File: src/rtl/stopwatch_bcd_scan_if.sv
// Control and display bundle for stopwatch_bcd_scan: divided-clock level and
// control pulses in, BCD count, status and multiplexed 7-segment drive out.
interface stopwatch_bcd_scan_if;
    logic        clk_slow;
    logic        start;
    logic        stop;
    logic        clear;
    logic [15:0] bcd;
    logic        running;
    logic        ovf;
    logic [3:0]  an;
    logic [6:0]  seg;

    modport master (
        output clk_slow, start, stop, clear,
        input  bcd, running, ovf, an, seg
    );

    modport slave (
        input  clk_slow, start, stop, clear,
        output bcd, running, ovf, an, seg
    );
endinterface

File: src/rtl/stopwatch_bcd_scan.sv
// 4-digit BCD stopwatch counting rising edges of a divided-clock level, with a
// time-multiplexed 7-segment display. Define LZ_BLANK_EN to blank leading zeros.
module stopwatch_bcd_scan #(
    parameter logic [15:0] SCAN_DIV = 16'd50000
) (
    input  logic                clk,
    input  logic                reset,
    stopwatch_bcd_scan_if.slave bus
);
    typedef enum logic [1:0] {IDLE, RUN, PAUSE} state_t;

    state_t      state;
    state_t      state_next;
    logic        slow_d;
    logic        tick;
    logic [15:0] bcd_r;
    logic [15:0] bcd_inc;
    logic        inc_carry;
    logic        running_r;
    logic        ovf_r;
    logic [15:0] scan_cnt;
    logic        scan_tc;
    logic [1:0]  digit_idx;
    logic [1:0]  idx_next;
    logic [3:0]  digit_val;
    logic        digit_blank;
    logic        blank_next;
    logic [3:0]  an_r;
    logic [6:0]  seg_r;

    function automatic logic [6:0] seg_decode(input logic [3:0] d);
        case (d)
            4'd0:    seg_decode = 7'b1000000;
            4'd1:    seg_decode = 7'b1111001;
            4'd2:    seg_decode = 7'b0100100;
            4'd3:    seg_decode = 7'b0110000;
            4'd4:    seg_decode = 7'b0011001;
            4'd5:    seg_decode = 7'b0010010;
            4'd6:    seg_decode = 7'b0000010;
            4'd7:    seg_decode = 7'b1111000;
            4'd8:    seg_decode = 7'b0000000;
            4'd9:    seg_decode = 7'b0010000;
            default: seg_decode = 7'b1111111;
        endcase
    endfunction

    // One tick per rising edge of the divided clock, however long it stays high.
    assign tick = bus.clk_slow & ~slow_d;

    always_comb begin
        // NOTE: default first so no path through this block can infer a latch.
        state_next = state;
        if (bus.clear) begin
            state_next = IDLE;
        end else if (bus.start) begin
            state_next = RUN;
        end else if (bus.stop && state == RUN) begin
            state_next = PAUSE;
        end
    end

    // Per-digit ripple: a 9 with carry-in rolls to 0 and passes the carry up.
    always_comb begin
        bcd_inc   = bcd_r;
        inc_carry = 1'b1;
        for (int i = 0; i < 4; i++) begin
            if (inc_carry) begin
                if (bcd_r[4*i +: 4] == 4'd9) begin
                    bcd_inc[4*i +: 4] = 4'd0;
                end else begin
                    bcd_inc[4*i +: 4] = bcd_r[4*i +: 4] + 4'd1;
                    inc_carry         = 1'b0;
                end
            end
        end
    end

    always_ff @(posedge clk) begin
        // NOTE: non-blocking so every register samples the pre-edge values.
        if (reset) begin
            state     <= IDLE;
            running_r <= 1'b0;
            bcd_r     <= 16'h0000;
            ovf_r     <= 1'b0;
            slow_d    <= 1'b0;
        end else begin
            slow_d    <= bus.clk_slow;
            state     <= state_next;
            running_r <= (state_next == RUN);
            if (bus.clear) begin
                bcd_r <= 16'h0000;
                ovf_r <= 1'b0;
            end else if (state == RUN && tick) begin
                bcd_r <= bcd_inc;
                if (inc_carry) begin
                    ovf_r <= 1'b1;
                end
            end
        end
    end

    assign scan_tc  = (scan_cnt == SCAN_DIV - 16'd1);
    assign idx_next = digit_idx + 2'd1;

    always_comb begin
        blank_next = 1'b0;
`ifdef LZ_BLANK_EN
        case (idx_next)
            2'd3:    blank_next = (bcd_r[15:12] == 4'd0);
            2'd2:    blank_next = (bcd_r[15:8] == 8'd0);
            2'd1:    blank_next = (bcd_r[15:4] == 12'd0);
            default: blank_next = 1'b0;
        endcase
`endif
    end

    // Digit data is captured with the index; an/seg follow one cycle later together.
    always_ff @(posedge clk) begin
        if (reset) begin
            scan_cnt    <= 16'd0;
            digit_idx   <= 2'd0;
            digit_val   <= 4'd0;
            digit_blank <= 1'b0;
            an_r        <= 4'b1110;
            seg_r       <= 7'b1000000;
        end else begin
            if (scan_tc) begin
                scan_cnt    <= 16'd0;
                digit_idx   <= idx_next;
                digit_val   <= bcd_r[{idx_next, 2'b00} +: 4];
                digit_blank <= blank_next;
            end else begin
                scan_cnt <= scan_cnt + 16'd1;
            end
            an_r  <= ~(4'b0001 << digit_idx);
            seg_r <= digit_blank ? 7'b1111111 : seg_decode(digit_val);
        end
    end

    assign bus.bcd     = bcd_r;
    assign bus.running = running_r;
    assign bus.ovf     = ovf_r;
    assign bus.an      = an_r;
    assign bus.seg     = seg_r;
endmodule

File: src/flat_wrapper.sv
// flat-port wrapper written by rule: the top's interface ports become plain ports
module stopwatch_bcd_scan_flat 
#(
    parameter logic [15:0] SCAN_DIV = 16'd50000
)
  (clk, reset, bus_clk_slow, bus_start, bus_stop, bus_clear, bus_bcd, bus_running, bus_ovf, bus_an, bus_seg);
  stopwatch_bcd_scan_if bus_i ();
  input  logic clk;
  input  logic reset;
  input wire logic [$bits(bus_i.clk_slow)-1:0] bus_clk_slow;
  input wire logic [$bits(bus_i.start)-1:0] bus_start;
  input wire logic [$bits(bus_i.stop)-1:0] bus_stop;
  input wire logic [$bits(bus_i.clear)-1:0] bus_clear;
  output wire logic [$bits(bus_i.bcd)-1:0] bus_bcd;
  output wire logic [$bits(bus_i.running)-1:0] bus_running;
  output wire logic [$bits(bus_i.ovf)-1:0] bus_ovf;
  output wire logic [$bits(bus_i.an)-1:0] bus_an;
  output wire logic [$bits(bus_i.seg)-1:0] bus_seg;
  assign bus_i.clk_slow = bus_clk_slow;
  assign bus_i.start = bus_start;
  assign bus_i.stop = bus_stop;
  assign bus_i.clear = bus_clear;
  assign bus_bcd = bus_i.bcd;
  assign bus_running = bus_i.running;
  assign bus_ovf = bus_i.ovf;
  assign bus_an = bus_i.an;
  assign bus_seg = bus_i.seg;
  stopwatch_bcd_scan #(.SCAN_DIV(SCAN_DIV)) u_core (.clk(clk), .reset(reset), .bus(bus_i));
endmodule
File: config.mk
export PLATFORM = sky130hd
export DESIGN_NAME = stopwatch_bcd_scan_flat
export DESIGN_NICKNAME = d
export VERILOG_FILES = /design/src/rtl/stopwatch_bcd_scan_if.sv /design/src/rtl/stopwatch_bcd_scan.sv /design/src/flat_wrapper.sv
export SDC_FILE = /design/constraint.sdc
export NUM_CORES = 1
export LEC_CHECK = 0
export ABC_CLOCK_PERIOD_IN_PS = 2390
export BUFFER_PORTS_ARGS = -buffer_cell sky130_fd_sc_hd__buf_2
export CAP_MARGIN = 30
export CORE_ASPECT_RATIO = 1.2
export CORE_MARGIN = 1.5
export CORE_UTILIZATION = 40
export DETAILED_ROUTE_END_ITERATION = 8
export GPL_ROUTABILITY_DRIVEN = 0
export SLEW_MARGIN = 20
export SYNTH_ARGS = -nofsm -noshare
export SYNTH_HDL_FRONTEND = slang
export SYNTH_SLANG_ARGS = --single-unit
File: constraint.sdc
create_clock -name clk -period 2.39 [get_ports clk]
set_clock_uncertainty 0.1 [all_clocks]
set_input_delay 0.5975 -clock clk [delete_from_list [all_inputs] [get_ports clk]]
set_output_delay 0.5975 -clock clk [all_outputs]
set_load 0.03 [all_outputs]
==> results_dict.tcl, run 1 <==
set metrics [dict create \
    core_area_um2 6050 \
    yosysSeqAreaShare_pct 42.9 \
    h-tree-depth 2 \
    finalSetupViolCount 0 \
    grt_max_degree 22 \
    critPathMaxStageDelay_ps 670 \
    final_util_pct 48.0 \
    status "finished, final reports clean" \
    drt_iter0_drc 74 \
    ir_drop_v 0.000241 \
    cp.required_ps 2500 \
    diodes 0 \
    cts_buffers 5 \
    post-place-ws_ps 140 \
    cts_resized 0 \
    hold_viol 0 \
    die_height_um 90.0 \
    cts_buffer_depth 2 \
    dieArea_um2 6790 \
    finalMaxSlewViolations 0 \
    drcViolationCount 0 \
    hp-class "in -> reg" \
    worstPathMaxFanout 15 \
    slew_headroom_pct 62.7 \
    synth-edff-count 0 \
    period_share_pct 91.4 \
    vias 2087 \
    min_period_ps 2180 \
    synth_top_area_share_pct 42.9 \
    synthTopCellsByArea "dfxtp_1 43%, nor2_1 5.7%, ha_1 5.0%" \
    power_uw 1570 \
    die_w_um 75.5 \
    io_buffer_count 34 \
    critPathTopFamily "simple AND/OR/NAND/NOR gates" \
    root_buffer "clkbuf_8" \
    syn_area_per_cell_um2 8.85 \
    placed_area_um2 2770 \
    cts_tree "built" \
    drive_gt1_share_pct 17.2 \
    rsz0062_at_grt "no" \
    yosys_warnings 0 \
    critPathBufInv 1 \
    crit_path_end_kind "register" \
    p_leak_uw 0.00108 \
    path_clk_slew_ps 100 \
    maxCapViolCount 0 \
    yosysTopAreaCell "dfxtp_1" \
    path_common_cell "or4_1" \
    crit_path_top_delay_cell "or4_1" \
    totalWireLength_mm 5.00 \
    ys_seq_elements 54 \
    internal-power_uw 1230 \
    area_growth_pct 15.1 \
    tightest_slew_ps 553 \
    clk_latency_ps 310 \
    via_per_inst 5.19 \
    final_antenna_net_count 0 \
    syn-instance-count 285 \
    fin_ws_ps 207 \
    yosysMostFrequentCell "dfxtp_1" \
    grt_use_total_pct 15.7 \
    fin_area_um2 2900 \
    std_cell_rows 31 \
    netlist_top_cells_count "54 x dfxtp_1, 38 x nor2_1, 21 x a21oi_1" \
    hpwl_mm 3.54 \
    clock-sinks 54 \
    detail_route.wl_per_cell_um 12.4 \
    cp_cell_sequence "or4_1 -> or4_1 -> o21bai_4 -> buf_12 -> nor2_1" \
    grt_pass1_wl_mm 8.46 \
    overflow 0 \
    power_density_nw_per_um2 540 \
    startpoint_type "register" \
    grt_pass1_vias 1886 \
    cp.arrival_ps 2290 \
    crit_type "reg -> reg" \
    clock.fmax_mhz 458 \
    synthesis.nets 301 \
    final.setup.tns_ps 0 \
    ios 35 \
    syn-cell-area_um2 2520 \
    start_util_pct 41.7 \
    async_flop_share_pct 0 \
    antenna_found_initial 0 \
    seqPwrFrac_pct 58.3 \
    yosys.cell_types.count 39 \
    swShare_pct 21.3 \
    firstDrtPassIters 5 \
    layout.nets 335 \
    synth_flop_cell "dfxtp_1" \
    p_clk_share_pct 38.9 \
    combPwrFrac_pct 2.9 \
    power.switching_uw 333 \
]
==> flip-flops by register name, summed over array words and instances (netlist names) <==
signal              count
u_core.bus.running      1
u_core.bus.bcd         16
u_core.digit_idx        2
u_core.scan_cnt        16
u_core.bus.an           4
u_core.state            2
u_core.bus.ovf          1
u_core.slow_d           1
u_core.bus.seg          7
u_core.digit_val        4
==> stage by stage <==
stage | instances | hold slack [ps]
finish | 402 | 367
global route | 402 | 362
CTS | 401 | 363
detailed placement | 393 | 364
global placement | 393 | 358
floorplan | 285 | 337
==> timing repair <==
action / 4_1_cts / 5_1_grt
hold buffers: 0 / 0
setup buffers: 0 / 1
setup endpoints to repair: 0 / 7
==> worst reg2reg max path: stages (launching register included) <==
cell,delay (ps)
dfxtp_1,360
or4_1,540
or4_1,670
o21bai_4,210
buf_12,150
nor2_1,50
==> cells in the final DEF (no fill, tap or decap), types with 2 or more instances in the layout <==
| cell type | n |
|---|---|
| a21oi_1 | 21 |
| a31oi_1 | 2 |
| and3_1 | 2 |
| and4_1 | 2 |
| buf_2 | 34 |
| buf_4 | 5 |
| clkbuf_8 | 5 |
| clkinv_2 | 2 |
| dfxtp_1 | 54 |
| ha_1 | 10 |
| inv_1 | 14 |
| mux2i_1 | 3 |
| mux4_2 | 4 |
| nand2_1 | 14 |
| nand2b_1 | 8 |
| nand3_1 | 14 |
| nand4_1 | 6 |
| nor2_1 | 38 |
| nor2b_1 | 5 |
| nor3_1 | 7 |
| nor3b_1 | 2 |
| nor4_1 | 6 |
| nor4bb_1 | 3 |
| o211ai_1 | 2 |
| o21a_1 | 3 |
| o21ai_0 | 13 |
| o21bai_1 | 2 |
| o31ai_1 | 2 |
| or2_2 | 2 |
| or3_1 | 2 |
| or4_1 | 6 |
| xnor2_1 | 13 |
| xor2_1 | 6 |
==> cells by family after synthesis <==
logic type                 synth area share [%]
AOI/OAI and AO/OA                          11.4
xor gates and xnor gates                   6.60
adders and majority gates                  4.96
buffers and inverters                      4.42
DFF                                        42.9
muxes                                      4.76
and+or+nand+nor                            25.0
==> area by class of cell <==
cell class,instances,area (µm²)
Sequential cell,54,1080
Tap cell,82,103
Timing Repair Buffer,40,228
Inverter,14,52.6
Clock inverter,3,40.0
Clock buffer,5,68.8
Multi-Input combinational cell,204,1330
Fill cell,612,3150
==> final timing paths <==
check | start | endpoint | slack, ps | cells after the start
setup / recovery | u_core.scan_cnt[5]$_SDFF_PP0_ | u_core.scan_cnt[13]$_SDFF_PP0_ | 210 | 5
hold / removal | bus_start | u_core.state[1]$_SDFF_PP0_ | 370 | 2
hold reg to reg | u_core.scan_cnt[0]$_SDFF_PP0_ | u_core.scan_cnt[0]$_SDFF_PP0_ | 380 | 1
setup reg to reg | u_core.scan_cnt[5]$_SDFF_PP0_ | u_core.scan_cnt[13]$_SDFF_PP0_ | 210 | 5
==> metal layers <==
| metal | wire, µm | global-route usage (%) |
|---|---|---|
| met3 | 202 | 3.36 |
| met2 | 2470 | 26.0 |
| met1 | 2260 | 20.0 |
| met5 | 0 | 0 |
| met4 | 68 | 4.46 |
==> power groups by stage <==
stage	combinational (µW)	sequential, µW	clock, µW
floorplan	28.9	934	0
global placement	41.1	933	0
detailed placement	41.3	934	0
CTS	41.3	913	626
global route	50.0	914	653
finish	44.8	912	609
Note: power is estimated with default switching activity, not from simulation.
==> run 2: changes to the inputs <==
--- a/config.mk
+++ b/config.mk
@@ -5,7 +5,7 @@
 export SDC_FILE = /design/constraint.sdc
 export NUM_CORES = 1
 export LEC_CHECK = 0
-export ABC_CLOCK_PERIOD_IN_PS = 2390
+export ABC_CLOCK_PERIOD_IN_PS = 2200
 export BUFFER_PORTS_ARGS = -buffer_cell sky130_fd_sc_hd__buf_2
 export CAP_MARGIN = 30
 export CORE_ASPECT_RATIO = 1.2
@@ -13,6 +13,7 @@
 export CORE_UTILIZATION = 40
 export DETAILED_ROUTE_END_ITERATION = 8
 export GPL_ROUTABILITY_DRIVEN = 0
+export REMOVE_ABC_BUFFERS = 1
 export SLEW_MARGIN = 20
 export SYNTH_ARGS = -nofsm -noshare
 export SYNTH_HDL_FRONTEND = slang
==> constraint.sdc (replaced) <==
create_clock -name clk -period 2.2 [get_ports clk]
set_clock_uncertainty 0.1 [all_clocks]
set_input_delay 0.55 -clock clk [delete_from_list [all_inputs] [get_ports clk]]
set_output_delay 0.55 -clock clk [all_outputs]
set_load 0.03 [all_outputs]
==> run 2 against run 1 <==
Compared with the run above:
- sequential share of layout area fell by 0.94 points
- clock-buffer cell count increased by 1
- utilization grew 1.2 points
- critical path type unchanged
- largest cell class unchanged
==> results_dict.tcl, run 2 (synthesized netlist as in run 1, its figures left out) <==
set metrics [dict create \
    period_share_pct 91.4 \
    clk_latency_ps 300 \
    startpoint_type "register" \
    layout.nets 344 \
    overflow 0 \
    crit_path_end_kind "register" \
    firstDrtPassIters 4 \
    core_area_um2 6050 \
    regArea_um2 1080 \
    std_cell_rows 31 \
    post-place-ws_ps -2.36 \
    ir_drop_v 0.000296 \
    maxCapViolCount 0 \
    diodes 0 \
    path_clk_slew_ps 90 \
    power_density_nw_per_um2 577 \
    power.switching_uw 349 \
    holdCritStartpoint "bus_start" \
    finalMaxSlewViolations 0 \
    worstPathMaxFanout 9 \
    path_depth 5 \
    detail_route.wl_per_cell_um 12.7 \
    area_growth_pct 18.1 \
    multiInputGateArea_um2 1330 \
    h-tree-depth 2 \
    layout_commonest_cell "dfxtp_1" \
    critPathTopFamily "simple AND/OR/NAND/NOR gates" \
    cts_buffer_depth 2 \
    totalWireLength_mm 5.21 \
    fillerInstances 618 \
    hold_viol 0 \
    fin_ws_ps 188 \
    finalSetupViolCount 0 \
    grt_pass1_wl_mm 8.87 \
    internal-power_uw 1370 \
    critPathMaxStageDelay_ps 550 \
    hp-class "in -> reg" \
    vias 2121 \
    cp_cell_sequence "nor4bb_1 -> buf_4 -> nand4_1 -> or4_1 -> a31oi_1" \
    cts_tree "built" \
    grt_max_degree 21 \
    ctsHoldBuffers 0 \
    drt_iter0_drc 67 \
    status "finished, final reports clean" \
    placedCellCount 402 \
    critPathBufInv 1 \
    clock-sinks 54 \
    startpoint "u_core.bus.bcd[5]$_SDFFE_PP0P_" \
    drcViolationCount 0 \
    via_per_inst 5.17 \
    final_antenna_net_count 0 \
    p_leak_uw 0.00113 \
    whs_path_depth 2 \
    die_w_um 75.5 \
    swShare_pct 20.3 \
    crit_path_top_delay_cell "or4_1" \
    seqPwrFrac_pct 57.7 \
    start_util_pct 41.7 \
    reg2reg_from "u_core.bus.bcd[5]$_SDFFE_PP0P_" \
    io_buffer_count 34 \
    min_period_ps 2010 \
    r2r_cells 5 \
    root_buffer "clkbuf_8" \
    layout_common_cells "54 x dfxtp_1, 38 x nor2_1, 34 x buf_2" \
    die_height_um 90.0 \
    cts_buffers 5 \
    p_clk_share_pct 39.3 \
    hpwl_mm 3.70 \
    combPwrFrac_pct 3.0 \
    drive_gt1_share_pct 19.5 \
    crit_type "reg -> reg" \
    grt_pass1_vias 1952 \
    fin_cells 410 \
    cp.required_ps 2330 \
    slew_headroom_pct 59.4 \
    ios 35 \
    clock.fmax_mhz 497 \
    rsz0062_at_grt "no" \
    dieArea_um2 6790 \
    cp.arrival_ps 2150 \
    antenna_found_initial 0 \
    tightest_slew_ps 601 \
    grt_use_total_pct 16.5 \
]
==> run 2: per-stage QoR <==
step           utilization (%)  total power (µW)  area (µm²)  TNS (ps)  hold slack [ps]
6_report                  49.2              1720        2980         0              329
4_1_cts                   49.0              1750        2970         0              321
5_1_grt                   49.2              1790        2980         0              315
2_1_floorplan                -              1040        2460     -2270              337
3_5_place_dp              47.1              1070        2850     -2.36              354
3_3_place_gp              47.1              1070        2850         0              357
==> run 2: power by group through the flow <==
| stage | clock (µW) | combinational (µW) | sequential, µW |
|---|---|---|---|
| after floorplan | 0 | 24.1 | 1010 |
| after global placement | 0 | 52.3 | 1010 |
| after detailed placement | 0 | 53.0 | 1010 |
| after CTS | 703 | 53.2 | 991 |
| after global routing | 740 | 58.0 | 993 |
| final | 676 | 52.0 | 991 |
==> run 2: cell type report <==
cell class | instances | share of cell area, %
well taps | 82 | 3.45
repair buffers | 49 | 9.92
clock buffers | 6 | 2.77
inverters | 14 | 1.77
multi-input cells | 204 | 44.8
flip-flops and latches | 54 | 36.3
clock inverters | 1 | 1.01
==> run 2: path summary, 6_finish.rpt <==
| path | to | slack [ps] |
|---|---|---|
| max reg2reg | u_core.bus.bcd[15]$_SDFFE_PP0P_ | 190 |
| min reg2reg | u_core.bus.ovf$_SDFFE_PP0P_ | 380 |
| max | u_core.bus.bcd[15]$_SDFFE_PP0P_ | 190 |
| min | u_core.state[1]$_SDFF_PP0_ | 330 |
==> run 2: repair_timing <==
item | 4_1_cts | 5_1_grt
buffers inserted | 0 | 1
endpoints found under the setup margin | 0 | 13
resized for setup | 0 | 1
==> run 2: metal layers <==
| layer | wire (µm) | track usage (%) | up-vias |
|---|---|---|---|
| li1 | - | - | 1071 |
| met1 | 2350 | 21.1 | 1001 |
| met2 | 2560 | 27.0 | 43 |
| met3 | 224 | 4.04 | 6 |
| met4 | 68 | 4.61 | 0 |
| met5 | 0 | 0 | - |
==> run 2: worst register-to-register path, delay by kind of cell (launching register included) <==
kind / cells / cell delay [ps]
and+or+nand+nor: 3 / 1120
buffers and inverters: 1 / 180
DFF: 1 / 380
AOI/OAI and AO/OA: 1 / 170
==> run 3: changes to the inputs <==
--- a/config.mk
+++ b/config.mk
@@ -6,12 +6,12 @@
 export NUM_CORES = 1
 export LEC_CHECK = 0
 export ABC_CLOCK_PERIOD_IN_PS = 2200
-export BUFFER_PORTS_ARGS = -buffer_cell sky130_fd_sc_hd__buf_2
 export CAP_MARGIN = 30
 export CORE_ASPECT_RATIO = 1.2
 export CORE_MARGIN = 1.5
 export CORE_UTILIZATION = 40
 export DETAILED_ROUTE_END_ITERATION = 8
+export DONT_BUFFER_PORTS = 1
 export GPL_ROUTABILITY_DRIVEN = 0
 export REMOVE_ABC_BUFFERS = 1
 export SLEW_MARGIN = 20
==> run 3 against run 2 <==
Compared with the run above:
- via count is 4.9% lower
- worst setup slack worse by 99 ps
- non-clock buffer count is 26 lower
- flip-flop and latch count stayed put
- critical path depth stayed put
- sequential share of layout area is 1.4 points higher
- combinational power is 31% lower
- sequential power hardly changed
- fmax is 4.7% lower
- global-route usage is 0.12 points higher
- total power is 0.71% lower
==> results_dict.tcl, run 3 (synthesized netlist as in run 1, its figures left out) <==
set metrics [dict create \
    worstPathMaxFanout 15 \
    dieArea_um2 6790 \
    maxCapViolCount 0 \
    grt_max_degree 22 \
    drive_gt1_share_pct 12.5 \
    cp.required_ps 2310 \
    core_area_um2 6050 \
    post-cts-setup-buffers 0 \
    die_w_um 75.5 \
    crit_path_end_kind "register" \
    finalMaxSlewViolations 0 \
    post-place-ws_ps 124 \
    rsz0062_at_grt "no" \
    drt_iter0_drc 91 \
    cts_tree "built" \
    min_period_ps 2110 \
    grt_pass1_wl_mm 8.97 \
    firstDrtPassIters 4 \
    start_util_pct 41.7 \
    detail_route.wl_per_cell_um 13.1 \
    placedCellCount 377 \
    layout_common_cells "54 x dfxtp_1, 38 x nor2_1, 22 x buf_4" \
    top_usage_layer "met2" \
    p_leak_uw 0.00101 \
    cts_resized 0 \
    hold_viol 0 \
    fin_cells 385 \
    regArea_um2 1080 \
    final_antenna_net_count 0 \
    totalWireLength_mm 5.04 \
    cts_buffer_depth 2 \
    vias 2017 \
    status "finished, final reports clean" \
    overflow 0 \
    startpoint_type "register" \
    ir_drop_v 0.000236 \
    grt_use_total_pct 16.6 \
    hpwl_mm 3.66 \
    clock-sinks 54 \
    fillerInstances 628 \
    period_share_pct 95.9 \
    cts_buffers 5 \
    slew_headroom_pct 57.2 \
    via_per_inst 5.24 \
    root_buffer "clkbuf_8" \
    diodes 0 \
    layout.nets 318 \
    grt_use_met2_pct 28.7 \
    finalSetupViolCount 0 \
    power_density_nw_per_um2 596 \
    hp-class "in -> reg" \
    gr-usage-met3_pct 4.15 \
    std_cell_rows 31 \
    tightest_slew_ps 633 \
    die_height_um 90.0 \
    io_buffer_count 0 \
    multiInputGateArea_um2 1330 \
    grt_use_met1_pct 19.5 \
    path_clk_slew_ps 100 \
    cp.arrival_ps 2220 \
    clk_latency_ps 310 \
    layout_commonest_cell "dfxtp_1" \
    clock.fmax_mhz 474 \
    antenna_found_initial 0 \
    area_growth_pct 13.5 \
    ctsHoldBuffers 0 \
    h-tree-depth 2 \
    crit_type "reg -> reg" \
    grt_pass1_vias 1985 \
    fin_ws_ps 89.3 \
    ios 35 \
    drcViolationCount 0 \
]
[run 3: changes by cell type in the layout (fill, tap and decap cells not counted), sizes merged]
cell and delta:
inv +1, buf -26, clkbuf -1, clkinv +1
[run 3: final timing paths]
| check | slack (ps) | endpoint | cells after the start | start |
|---|---|---|---|---|
| worst min register to register | 390 | u_core.scan_cnt[0]$_SDFF_PP0_ | 1 | u_core.scan_cnt[0]$_SDFF_PP0_ |
| worst max register to register | 90 | u_core.scan_cnt[6]$_SDFF_PP0_ | 5 | u_core.scan_cnt[5]$_SDFF_PP0_ |
| worst max-delay path | 90 | u_core.scan_cnt[6]$_SDFF_PP0_ | 5 | u_core.scan_cnt[5]$_SDFF_PP0_ |
| worst min-delay path | 200 | u_core.slow_d$_SDFF_PP0_ | 1 | reset |
[run 3: critical path: stages, from the launching register on]
cell      delay, ps
dfxtp_1         320
or4_1           530
or4_1           660
o21bai_4        190
buf_12          150
nor2_1           50
[run 3: cell type report]
class / instances / share of cell area (%)
multi-input combinational: 204 / 46.4
sequential: 54 / 37.8
tap: 82 / 3.58
inverter: 14 / 1.84
clock inverter: 3 / 1.53
clock buffer: 5 / 2.40
timing repair buffer: 23 / 6.47
[run 3: per-layer routing]
metal | vias up | routed length, µm
li1 | 1025 | -
met1 | 937 | 2120
met2 | 48 | 2550
met3 | 7 | 295
met4 | 0 | 80
met5 | - | 0
[run 3: per-stage QoR]
step | util (%) | cell area [µm²] | TNS, ps | power, µW | hold slack [ps]
2_1_floorplan | - | 2460 | -2270 | 1040 | 337
3_3_place_gp | 45.5 | 2750 | 0 | 1050 | 357
3_5_place_dp | 45.5 | 2750 | 0 | 1050 | 367
4_1_cts | 47.3 | 2860 | 0 | 1730 | 183
5_1_grt | 47.3 | 2860 | 0 | 1760 | 185
6_report | 47.3 | 2860 | 0 | 1710 | 199
[run 3: report_power, final]
part	total, µW	internal [µW]	leakage, µW	switching (µW)
Combinational	36.1	17.0	0.000514	19.0
Sequential	993	984	0.000436	8.48
Clock	677	342	0.0000585	336
Total	1710	1340	0.00101	363
